### src/rtl/active_list.sv
// In-order retirement tracker for a 2-wide dispatch stage: circular buffer of in-flight
// instructions, single retire/free port, branch-recall tail truncation. Optional AL_RETIRE_CNT_EN.
module active_list #(
    parameter int DEPTH = 32,
    parameter int PTR_W = $clog2(DEPTH) + 1
) (
    input  logic             clk,
    input  logic             reset,
    input  logic             ext_stall,
    input  logic             valid [2],
    input  logic             uses_rd [2],
    input  logic [5:0]       old_preg [2],
    output logic [PTR_W-1:0] alloc_ptr [2],
    output logic             int_stall,
    input  logic             complete_valid [2],
    input  logic [PTR_W-1:0] complete_ptr [2],
    input  logic             if_recall,
    input  logic [PTR_W-1:0] recalled_tail_ptr,
    output logic             if_freed,
    output logic [5:0]       freed_reg,
    output logic             retired,
    output logic [PTR_W-1:0] retired_ptr,
    output logic [PTR_W-1:0] count,
    output logic [31:0]      retire_count
);

    localparam int IDX_W = $clog2(DEPTH);

    logic [PTR_W-1:0] head;
    logic [PTR_W-1:0] tail;
    logic [DEPTH-1:0] busy;
    logic [DEPTH-1:0] done;
    logic [DEPTH-1:0] busy_nxt;
    logic [DEPTH-1:0] done_nxt;
    logic [DEPTH-1:0] uses_rd_mem;
    logic [5:0]       old_preg_mem [DEPTH];

    logic [PTR_W-1:0] n_ptr;
    logic [PTR_W:0]   need;
    logic             accept;
    logic [IDX_W-1:0] head_idx;
    logic [IDX_W-1:0] alloc_idx [2];
    logic             do_retire;
    logic [PTR_W-1:0] squash_cnt;
    logic [DEPTH-1:0] squash;

    assign count    = tail - head;
    assign head_idx = head[IDX_W-1:0];

    // Dispatch sizing and pointer assignment; outputs are valid even when not accepted.
    assign n_ptr        = PTR_W'(valid[0]) + PTR_W'(valid[1]);
    assign need         = (PTR_W+1)'(count) + (PTR_W+1)'(n_ptr);
    assign int_stall    = (need > (PTR_W+1)'(DEPTH)) || if_recall;
    assign accept       = !ext_stall && !int_stall;
    assign alloc_ptr[0] = tail;
    assign alloc_ptr[1] = tail + PTR_W'(valid[0]);

    always_comb begin
        for (int s = 0; s < 2; s++) begin
            alloc_idx[s] = alloc_ptr[s][IDX_W-1:0];
        end
    end

    assign do_retire = (count != '0) && done[head_idx];

    // Entries in [recalled_tail_ptr, tail) are squashed: offset from the new tail below the squash size.
    assign squash_cnt = tail - recalled_tail_ptr;

    always_comb begin
        squash = '0;
        if (if_recall) begin
            for (int i = 0; i < DEPTH; i++) begin
                squash[i] = {1'b0, IDX_W'(i) - recalled_tail_ptr[IDX_W-1:0]} < squash_cnt;
            end
        end
    end

    // Completion sees the pre-recall busy bits, so the squash below drops completions to
    // squashed entries. Dispatch targets only free entries, so it never collides with the rest.
    always_comb begin
        // NOTE: every always_comb output gets a default first so no path leaves it unassigned (no latch).
        busy_nxt = busy;
        done_nxt = done;
        for (int p = 0; p < 2; p++) begin
            if (complete_valid[p] && busy[complete_ptr[p][IDX_W-1:0]]) begin
                done_nxt[complete_ptr[p][IDX_W-1:0]] = 1'b1;
            end
        end
        if (do_retire) begin
            busy_nxt[head_idx] = 1'b0;
            done_nxt[head_idx] = 1'b0;
        end
        busy_nxt = busy_nxt & ~squash;
        done_nxt = done_nxt & ~squash;
        if (accept) begin
            for (int s = 0; s < 2; s++) begin
                if (valid[s]) begin
                    busy_nxt[alloc_idx[s]] = 1'b1;
                    done_nxt[alloc_idx[s]] = 1'b0;
                end
            end
        end
    end

    // NOTE: sequential state uses non-blocking assignments so every flop samples pre-edge values.
    always_ff @(posedge clk) begin
        if (reset) begin
            head        <= '0;
            tail        <= '0;
            busy        <= '0;
            done        <= '0;
            retired     <= 1'b0;
            if_freed    <= 1'b0;
            freed_reg   <= '0;
            retired_ptr <= '0;
        end else begin
            busy     <= busy_nxt;
            done     <= done_nxt;
            retired  <= do_retire;
            if_freed <= do_retire && uses_rd_mem[head_idx];
            if (do_retire) begin
                head        <= head + PTR_W'(1);
                freed_reg   <= old_preg_mem[head_idx];
                retired_ptr <= head;
            end
            if (if_recall) begin
                tail <= recalled_tail_ptr;
            end else if (accept) begin
                tail <= tail + n_ptr;
            end
        end
    end

    // NOTE: payload storage is not reset; it is only read for entries that busy/done mark as live.
    always_ff @(posedge clk) begin
        for (int s = 0; s < 2; s++) begin
            if (accept && valid[s]) begin
                old_preg_mem[alloc_idx[s]] <= old_preg[s];
                uses_rd_mem[alloc_idx[s]]  <= uses_rd[s];
            end
        end
    end

`ifdef AL_RETIRE_CNT_EN
    logic [31:0] retire_cnt_q;

    always_ff @(posedge clk) begin
        if (reset) begin
            retire_cnt_q <= '0;
        end else if (do_retire) begin
            retire_cnt_q <= retire_cnt_q + 32'd1;
        end
    end

    assign retire_count = retire_cnt_q;
`else
    assign retire_count = '0;
`endif

endmodule

### config.mk
export PLATFORM = sky130hd
export DESIGN_NAME = active_list
export DESIGN_NICKNAME = d
export VERILOG_FILES = /design/src/rtl/active_list.sv
export SDC_FILE = /design/constraint.sdc
export NUM_CORES = 1
export LEC_CHECK = 0
export BUFFER_PORTS_ARGS = -buffer_cell sky130_fd_sc_hd__buf_2
export CAP_MARGIN = 10
export CORE_MARGIN = 5
export CORE_UTILIZATION = 34
export CTS_CLUSTER_SIZE = 20
export DETAILED_ROUTE_END_ITERATION = 16
export PLACE_DENSITY_LB_ADDON = 0.15
export SYNTH_ARGS = -nofsm -noshare
export SYNTH_HDL_FRONTEND = slang
export SYNTH_SLANG_ARGS = --single-unit
### constraint.sdc
create_clock -name clk -period 6.21 [get_ports clk]
set_input_delay 0.3105 -clock clk [delete_from_list [all_inputs] [get_ports clk]]
set_output_delay 0.3105 -clock clk [all_outputs]
set_load 0.02 [all_outputs]
## Word-level counts from Yosys, hierarchy flattened

Memory sizes are Yosys's and may differ from the RTL's. A register that Yosys moved wholly into a read port is not among the register bits.
Cells that the tools add are included.
Widths: inputs -> output; s select.

| word-level totals | value |
|---|---|
| memory bits (read-only) | 0 |
| bits in registers | 116 |
| bits in latches | 0 |
| memory bits (writable) | 192 |
| input bits | 40 |
| memories kept | 1 |

| operators by class | value |
|---|---|
| shift operators | 0 |
| $lt $le $gt $ge | 43 |
| equal/unequal tests | 0 |
| div/mod/pow operators | 0 |
| bitwise gates (word level) | 14 |
| multiplexer cells | 41 |
| reduce and logical (&&, ||, !) cells | 17 |
| add/subtract/negate cells | 39 |
| $mul | 0 |

Memory list:

| memory | words | width | read ports | clocked after memory_dff | wr ports | line | RTL |
|---|---|---|---|---|---|---|---|
| old_preg_mem | 32 | 6 | 1 | 1 | 2 | 36 | `logic [5:0] old_preg_mem [DEPTH];` |

Operators by type and width:

| cell | number |
|---|---|
| $mux 32 | 15 |
| $and 32x32->32 | 6 |
| $lt 5x6->1 | 32 |
| $not 32->32 | 4 |
| $or 32x32->32 | 4 |
| $sub 5x5->5 const A | 16 |
| $bwmux 32 | 2 |
| $sub 4x5->5 const A | 8 |
| $lt 5x6->1 const B | 5 |
| $demux 1 s5 | 5 |
| $ge 5x1->1 const B | 5 |
| $bmux 1 s5 | 4 |
| $sub 3x5->5 const A | 4 |
| $mux 1 | 13 |
| $logic_and 1x1->1 | 12 |
| $mux 6 | 2 |
| $sub 6x6->6 | 2 |
| $sub 1x5->5 const A | 2 |
| $sub 2x5->5 const A | 2 |
| $add 6x2->7 | 1 |
| $gt 7x6->1 const B | 1 |
| $add 6x1->6 | 1 |
| $add 6x1->6 const B | 1 |
| $add 6x2->6 | 1 |
| other kinds (5) | 6 |

## Depth between registers and ports, before layout

Gate-level depths: netlist of the first run.

| depth | value |
|---|---|
| depth after elaboration | 17 |
| depth in mapped cells | 18 |

## Least setup slack after synthesis of the first run

No wires, ideal clock.

| timing | value |
|---|---|
| path kind | flip-flop to flip-flop |
| start | register head[1] |
| end | memory old_preg_mem[21][0] (enable) |
| required time | 5.830 ns |
| arrival | 4.866 ns |
| stages on the path, launching flop included | 16 |
| period minus slack after synthesis | 5.245 ns |
| path slack | 0.965 ns |
| setup time | 0.380 ns |
| cell sequence | dfxtp_1 clkbuf_1 clkbuf_1 clkbuf_1 buf_1 inv_1 fa_1 fa_1 nor2_1 nand2_1 or4_4 o2111ai_1 clkbuf_1 buf_2 nand3_1 o21ai_0 |

RTL lines:

| what | line | RTL |
|---|---|---|
| from (decl) | 29 | `logic [PTR_W-1:0] head;` |
| from (signal assigned) | 122 | `head <= head + PTR_W'(1);` |
| to (decl) | 36 |  |

==> run_results.csv, run 1 <==
group,metric,value,unit
worst_setup_path,cpMostUsedCell,"buf_4",
clock_tree,cts_tree,"done",
placed_design,place_congestion,0.911,
yosys,yosys_warnings,0,
clock_tree,clkSinkCount,314,
power_and_ir_drop,p_per_area,285,mW/mm^2
detailed_routing,viasPerCell,5.78,
worst_setup_path,path_cells,"clkinv_1 -> ha_1 -> o221ai_1 -> o211ai_1 -> o2111a_2 -> buf_4 -> nor3_2 -> buf_4 -> nor2_1 -> inv_1",
sta,finClkSkew,18.1,ps
layout,largest_reg_flops,192,
worst_setup_path,crit_arrival,5280,ps
layout,finish.instance_area,0.0223,sq mm
sta,setup_total_negative_slack,0,ps
sta,worst_pin_slew,1110,ps
global_route,grt_max_degree,71,
global_route,grt_pass1_vias,15000,
yosys,yosys.area.top_type_share,28.9,%
yosys,syn_area,0.0199,sq mm
run,maxCapViolCount,0,
power_and_ir_drop,peakVddDrop,188,uV
sta,fin_crit_sh,80.8,%
yosys,synth_area_leaders,"edfxtp_1, dfxtp_1, mux2_2",
die,design.core.area,0.0579,sq mm
die,die_h,252,um
layout,nNetsFinal,1973,
placed_design,io_buffers,70,
sta,period_needed,5020,ps
detailed_routing,ant_nets,0,
sta,slew_headroom,25.9,%
yosys,yosysUniqueCellTypes,79,
layout,drive_gt1_share,24.9,%
yosys,ys_seq_area_share,41.1,%
sta,fmax,199,MHz
clock_tree,h-tree-depth,2,
detailed_routing,drc,0,
die,start_util,34.4,%
global_route,overflow,0,
worst_setup_path,path_class,"reg2reg",
detailed_routing,wl_per_cell,26.9,um
worst_setup_path,path_buf_inv,4,
die,fp-row-count,88,
clock_tree,clk_pin_slew,60,ps
sta,finalWorstSetupSlack,1190,ps
worst_hold_path,hp-class,"in2reg",
layout,fin_util,38.5,%
clock_tree,cts_root_buffer,"clkbuf_16",
detailed_routing,wl,70800,um
clock_tree,insertion_delay,570,ps
placed_design,dp_slack,1290,ps
worst_setup_path,cpLargestDelayFamily,"compound AO/OA/AOI/OAI gates",
die,dieWidth,252,um
worst_setup_path,slowest_stage,"o2111a_2",
die,num_io_pins,105,
worst_setup_path,worstPathRequired,6480,ps
sta,setup_viol,0,
worst_setup_path,cp-startpoint,"head[3]",
run_status,status,"finished, final reports clean",
placed_design,dpl-instance-area,0.0211,sq mm
layout,fill_cells,5769,
placed_design,dpl.hpwl,50200,um
clock_tree,cts_hold_buf,0,
clock_tree,ctsResizeCount,0,
worst_setup_path,r2r_start,"head[3]",
global_route,grt_pass1_wl,104000,um
sta,drv_slew,0,
sta,whs,81.9,ps
worst_setup_path,cp_max_fo,21,
clock_tree,cts-buffers-inserted,40,
worst_setup_path,critPathCaptureType,"register",
clock_tree,cts_setup_buffers,0,
power_and_ir_drop,p_leak,8.17,nW
detailed_routing,first_pass_iters,5,
sta,rsz0062_at_grt,"no",
global_route,antenna_found_initial,2,
yosys,synth_cells,1796,
yosys,synthFlopType,"edfxtp_1",
yosys,synth_largest_area_cell,"edfxtp_1",
yosys,synth_most_common_cell,"edfxtp_1",
sta,hold_viol,0,
worst_setup_path,cp-start-kind,"register",
yosys,synth_common_cells,"edfxtp_1, mux2_2, dfxtp_1",
clock_tree,clockBufferDepth,3,
die,die-area,0.0636,sq mm
global_route,grt_use_total,21.7,%
detailed_routing,route.vias.total,15200,
worst_setup_path,slowest_delay,880,ps
yosys,synth_edf_count,192,
yosys,ys_ff_latch,314,
yosys,ys_async_sr_fraction,0,%
yosys,synth_area_per_cell,11.1,sq um
detailed_routing,drt_iter0_drc,1262,
layout,areaGrowthSynthToFinish,11.8,%
worst_hold_path,min_from,"recalled_tail_ptr[5]",
metal layers:
layer	vias to the layer above	global-route usage (%)	share of wire [%]
met5	-	0	0.016
li1	6886	-	-
met2	574	35.8	47
met3	116	4.24	6.6
met1	7661	28.9	43
met4	2	6.99	3.2
layout by cell type (no fill, tap or decap), types with 11 or more instances in the layout:
cell type	netlist	routed
a22oi_1	29	29
nor4_1	17	17
a21oi_1	93	93
mux2i_1	43	43
xnor2_1	28	28
and3_1	17	17
clkbuf_1	105	13
o211ai_1	11	11
and2_1	13	13
clkinv_1	4	11
ha_1	90	90
a31oi_1	13	13
edfxtp_1	192	192
nor2_1	73	73
nand3_1	28	28
inv_1	86	86
mux2_2	185	185
buf_4	33	58
mux4_2	64	64
o22ai_1	15	15
o21ai_0	74	74
nand2_1	89	89
a221oi_1	21	21
a21boi_0	11	11
nor4_4	12	12
nor3_1	24	24
dfxtp_1	122	120
buf_2	6	70
nand4_1	22	22
a21o_1	28	28
conb_1	1	32
o2bb2ai_1	14	14
nor3b_1	13	13
a22o_1	21	21
nor2b_1	34	34
clkbuf_16	0	40
xor2_1	13	12
logic make-up (layout without fill, tap and decap cells):
kind of cell,count (synthesis),after routing,synth area share [%]
AOI/OAI and AO/OA,406,406,13.8
and+or+nand+nor,390,390,11.3
DFF,314,314,41.1
muxes,298,298,20.3
buffers and inverters,251,293,5.50
adders and majority gates,95,95,6.15
xor gates and xnor gates,41,41,1.80
other,1,33,0.0188
final timing paths:
kind	endpoint	slack [ps]	cells past startpoint
setup / recovery	old_preg_mem[29][2]	1190	10
hold / removal	tail[5]	80	3
setup reg to reg	old_preg_mem[29][2]	1190	10
hold reg to reg	uses_rd_mem[8]	480	2
final cells by class:
class	count	area, sq um	share of cell area [%]
diodes	1	2.50	0.0112
inverters	92	345	1.55
clock inverters	18	148	0.662
flip-flops and latches	314	8220	36.8
well taps	765	957	4.29
clock buffers	55	1080	4.83
multi-input cells	1262	10800	48.3
repair buffers	128	786	3.52
stage by stage:
step                std cells  power [mW]
finish                   2635        6.36
floorplan                1827        3.66
detailed placement       2561        4.17
global route             2634        6.67
global placement         2561        4.15
CTS                      2634        6.41
report_power, final:
| group | leakage (nW) | switching (mW) | total, mW | internal [mW] |
|---|---|---|---|---|
| registers | 2.72 | 0.0551 | 2.35 | 2.30 |
| clock network | 0.585 | 0.968 | 2.23 | 1.27 |
| logic | 4.86 | 1.09 | 1.77 | 0.675 |
worst register-to-register path: stages, from the launching register on:
cell      delay [ps]
dfxtp_1          690
clkinv_1         430
ha_1             450
o221ai_1         150
o211ai_1         570
o2111a_2         880
buf_4            400
nor3_2            90
buf_4            230
nor2_1           500
inv_1            310
(Power assumes the default switching activity.)
==> run 2, diff against run 1 <==
--- a/config.mk
+++ b/config.mk
@@ -5,6 +5,7 @@
 export SDC_FILE = /design/constraint.sdc
 export NUM_CORES = 1
 export LEC_CHECK = 0
+export ABC_AREA = 1
 export BUFFER_PORTS_ARGS = -buffer_cell sky130_fd_sc_hd__buf_2
 export CAP_MARGIN = 10
 export CORE_MARGIN = 5
==> constraint.sdc (replaced) <==
create_clock -name clk -period 4.5 [get_ports clk]
set_input_delay 0.225 -clock clk [delete_from_list [all_inputs] [get_ports clk]]
set_output_delay 0.225 -clock clk [all_outputs]
set_load 0.02 [all_outputs]
==> run_results.csv, run 2 <==
group,metric,value,unit
run_status,status,"finished, final reports clean",
clock_tree,clockBufferDepth,3,
yosys,ys_async_sr_fraction,0,%
clock_tree,cts_hold_buf,0,
clock_tree,clk_pin_slew,50,ps
detailed_routing,first_pass_iters,6,
clock_tree,h-tree-depth,2,
layout,fin_util,37.9,%
worst_setup_path,rrSetupSlack,450,ps
yosys,synth_area_per_cell,6.95,sq um
layout,mostFrequentLayoutCell,"nand2_1",
yosys,yosys_warnings,0,
global_route,grt_pass1_vias,19800,
worst_hold_path,whs_endpoint,"tail[5]",
detailed_routing,drc,0,
worst_setup_path,crit_arrival,4290,ps
sta,finClkSkew,14.9,ps
worst_setup_path,cp-start-kind,"register",
sta,rsz0062_at_grt,"no",
power_and_ir_drop,p_switching,3.13,mW
sta,setup_viol,0,
global_route,grt_max_degree,73,
power_and_ir_drop,p_leak,10.1,nW
layout,areaGrowthSynthToFinish,11.1,%
clock_tree,clkSinkCount,314,
detailed_routing,route.vias.total,20600,
yosys,synth_area_leaders,"edfxtp_1, nand2_1, dfxtp_1",
die,die_h,258,um
yosys,syn_area,0.0209,sq mm
yosys,synth_cells,3016,
detailed_routing,ant_nets,0,
worst_hold_path,min_from,"recalled_tail_ptr[5]",
worst_setup_path,path_class,"reg2reg",
detailed_routing,wl_per_cell,21.7,um
global_route,grt_pass1_wl,124000,um
global_route,grt.met1_usage,32.5,%
yosys,yosys.area.top_type_share,27.5,%
clock_tree,cts_setup_buffers,0,
placed_design,dpl.hpwl,58200,um
power_and_ir_drop,clock_power_share,36.2,%
worst_hold_path,hp-class,"in2reg",
sta,slew_headroom,22.7,%
sta,worst_pin_slew,1160,ps
power_and_ir_drop,combPwrFrac,27.0,%
layout,n_antenna_cell,0,
detailed_routing,wl,83200,um
die,dieWidth,258,um
layout,final_cells,3831,
sta,setup_total_negative_slack,0,ps
die,design.core.area,0.0614,sq mm
detailed_routing,drt_iter0_drc,2084,
power_and_ir_drop,p_seq_share,36.8,%
worst_setup_path,rr_endpoint,"old_preg_mem[18][0]",
layout,fill_cells,6470,
sta,fin_crit_sh,90.1,%
worst_setup_path,path_cells,"inv_1 -> ha_1 -> inv_1 -> fa_1 -> fa_1 -> inv_1 -> nand2_1 -> nor2_1 -> nand2_1 -> nand3_1 -> nor2_1 -> a21oi_4 -> nand3_4 -> nor2_2 -> nand2_1 -> nand2_1",
worst_setup_path,cp_max_fo,13,
yosys,synth_largest_area_cell,"edfxtp_1",
clock_tree,insertion_delay,570,ps
global_route,overflow,0,
worst_setup_path,reg2reg_depth,16,
power_and_ir_drop,sw_frac_of_total,35.2,%
layout,largest_reg_flops,192,
yosys,synthFlopType,"edfxtp_1",
global_route,grt_util_met2,39.6,%
yosys,synth_common_cells,"nand2_1, o21ai_0, nor2_1",
power_and_ir_drop,p_per_area,382,mW/mm^2
die,start_util,34.1,%
worst_setup_path,worstPathRequired,4740,ps
clock_tree,cts_root_buffer,"clkbuf_16",
yosys,ys_seq_area_share,39.2,%
layout,layout_common_cells,"nand2_1, o21ai_0, nor2_1",
worst_setup_path,slowest_stage,"fa_1",
detailed_routing,viasPerCell,5.38,
worst_hold_path,hold_depth,5,
placed_design,place_congestion,0.960,
clock_tree,ctsResizeCount,0,
placed_design,dpl.cell_count,3757,
run,maxCapViolCount,0,
global_route,grt_use_met3,4.43,%
placed_design,io_buffers,70,
worst_setup_path,r2r_start,"tail[0]",
clock_tree,cts-buffers-inserted,40,
die,num_io_pins,105,
global_route,antenna_found_initial,0,
yosys,synth_edf_count,192,
yosys,yosysUniqueCellTypes,41,
sta,hold_viol,0,
yosys,synth_most_common_cell,"nand2_1",
die,fp-row-count,91,
worst_setup_path,critPathCaptureType,"register",
clock_tree,cts_tree,"done",
layout,drive_gt1_share,7.23,%
layout,nNetsFinal,3144,
power_and_ir_drop,peakVddDrop,236,uV
die,die-area,0.0667,sq mm
sta,drv_slew,0,
global_route,grt_use_total,24.1,%
worst_setup_path,cpMostUsedCell,"nand2_1",
sta,fmax,247,MHz
yosys,ys_ff_latch,314,
worst_setup_path,slowest_delay,500,ps
power_and_ir_drop,p_int,5.76,mW
global_route,busiest_layer,"met2",
sta,period_needed,4050,ps
==> run 2: worst max-delay path, delay by kind of cell (launching register included) <==
kind	cells	cell delay, ps
AO/OA/AOI/OAI	1	220
adder cells (fa/ha/maj)	3	1200
buffers and inverters	3	260
flip-flops	1	330
AND/OR/NAND/NOR	9	1720
==> run 2: cells by family (layout without fill, tap and decap cells) <==
family,count (synthesis),count (layout),share of synthesized area [%]
xor+xnor,27,27,1.13
simple gates,1507,1507,29.4
buf+inv,464,458,9.13
compound gates,608,608,15.3
other cells,1,32,0.0179
fa+ha+maj,95,95,5.85
flops,314,314,39.2
==> run 2: worst max path at each step <==
stage	depth (start not counted)	from	end	slack, ps
2_1_floorplan	19	head[1]	old_preg_mem[31][0]	260
3_3_place_gp	16	tail[0]	old_preg_mem[18][1]	450
3_5_place_dp	16	tail[0]	old_preg_mem[18][0]	480
4_1_cts	16	tail[0]	old_preg_mem[18][0]	440
5_1_grt	16	tail[0]	old_preg_mem[10][0]	150
6_report	16	tail[0]	old_preg_mem[18][0]	450
==> run 2: power groups by stage <==
stage	sequential [mW]	clock, mW	combinational, mW
finish	3.27	3.22	2.40
CTS	3.26	3.26	2.39
floorplan	3.33	0	1.58
global route	3.28	3.37	2.68
detailed placement	3.32	0	2.38
global placement	3.32	0	2.34
==> run 2: final cells by class <==
class	instances	area (sq um)	area share (%)
clock buffers	56	1130	4.84
flip-flops and latches	314	8210	35.3
well taps	790	988	4.25
multi-input cells	2269	11000	47.1
repair buffers	136	883	3.80
inverters	248	933	4.01
clock inverters	18	156	0.672
==> run 2: layer usage <==
layer  up-vias  share of wire [%]
li1       9923                  -
met1      9733                 43
met2       818                 46
met3       153                7.9
met4         0                3.0
met5         -                  0
==> run 2: stage by stage <==
step / total power [mW] / cell area [sq um] / worst slack (ps) / hold WS, ps
final: 8.89 / 23300 / 446 / 86.8
after global routing: 9.33 / 23300 / 150 / 101
after CTS: 8.91 / 23300 / 445 / 49.6
after detailed placement: 5.70 / 22000 / 478 / 482
after global placement: 5.66 / 22000 / 451 / 469
after floorplan: 4.91 / 21100 / 260 / 363
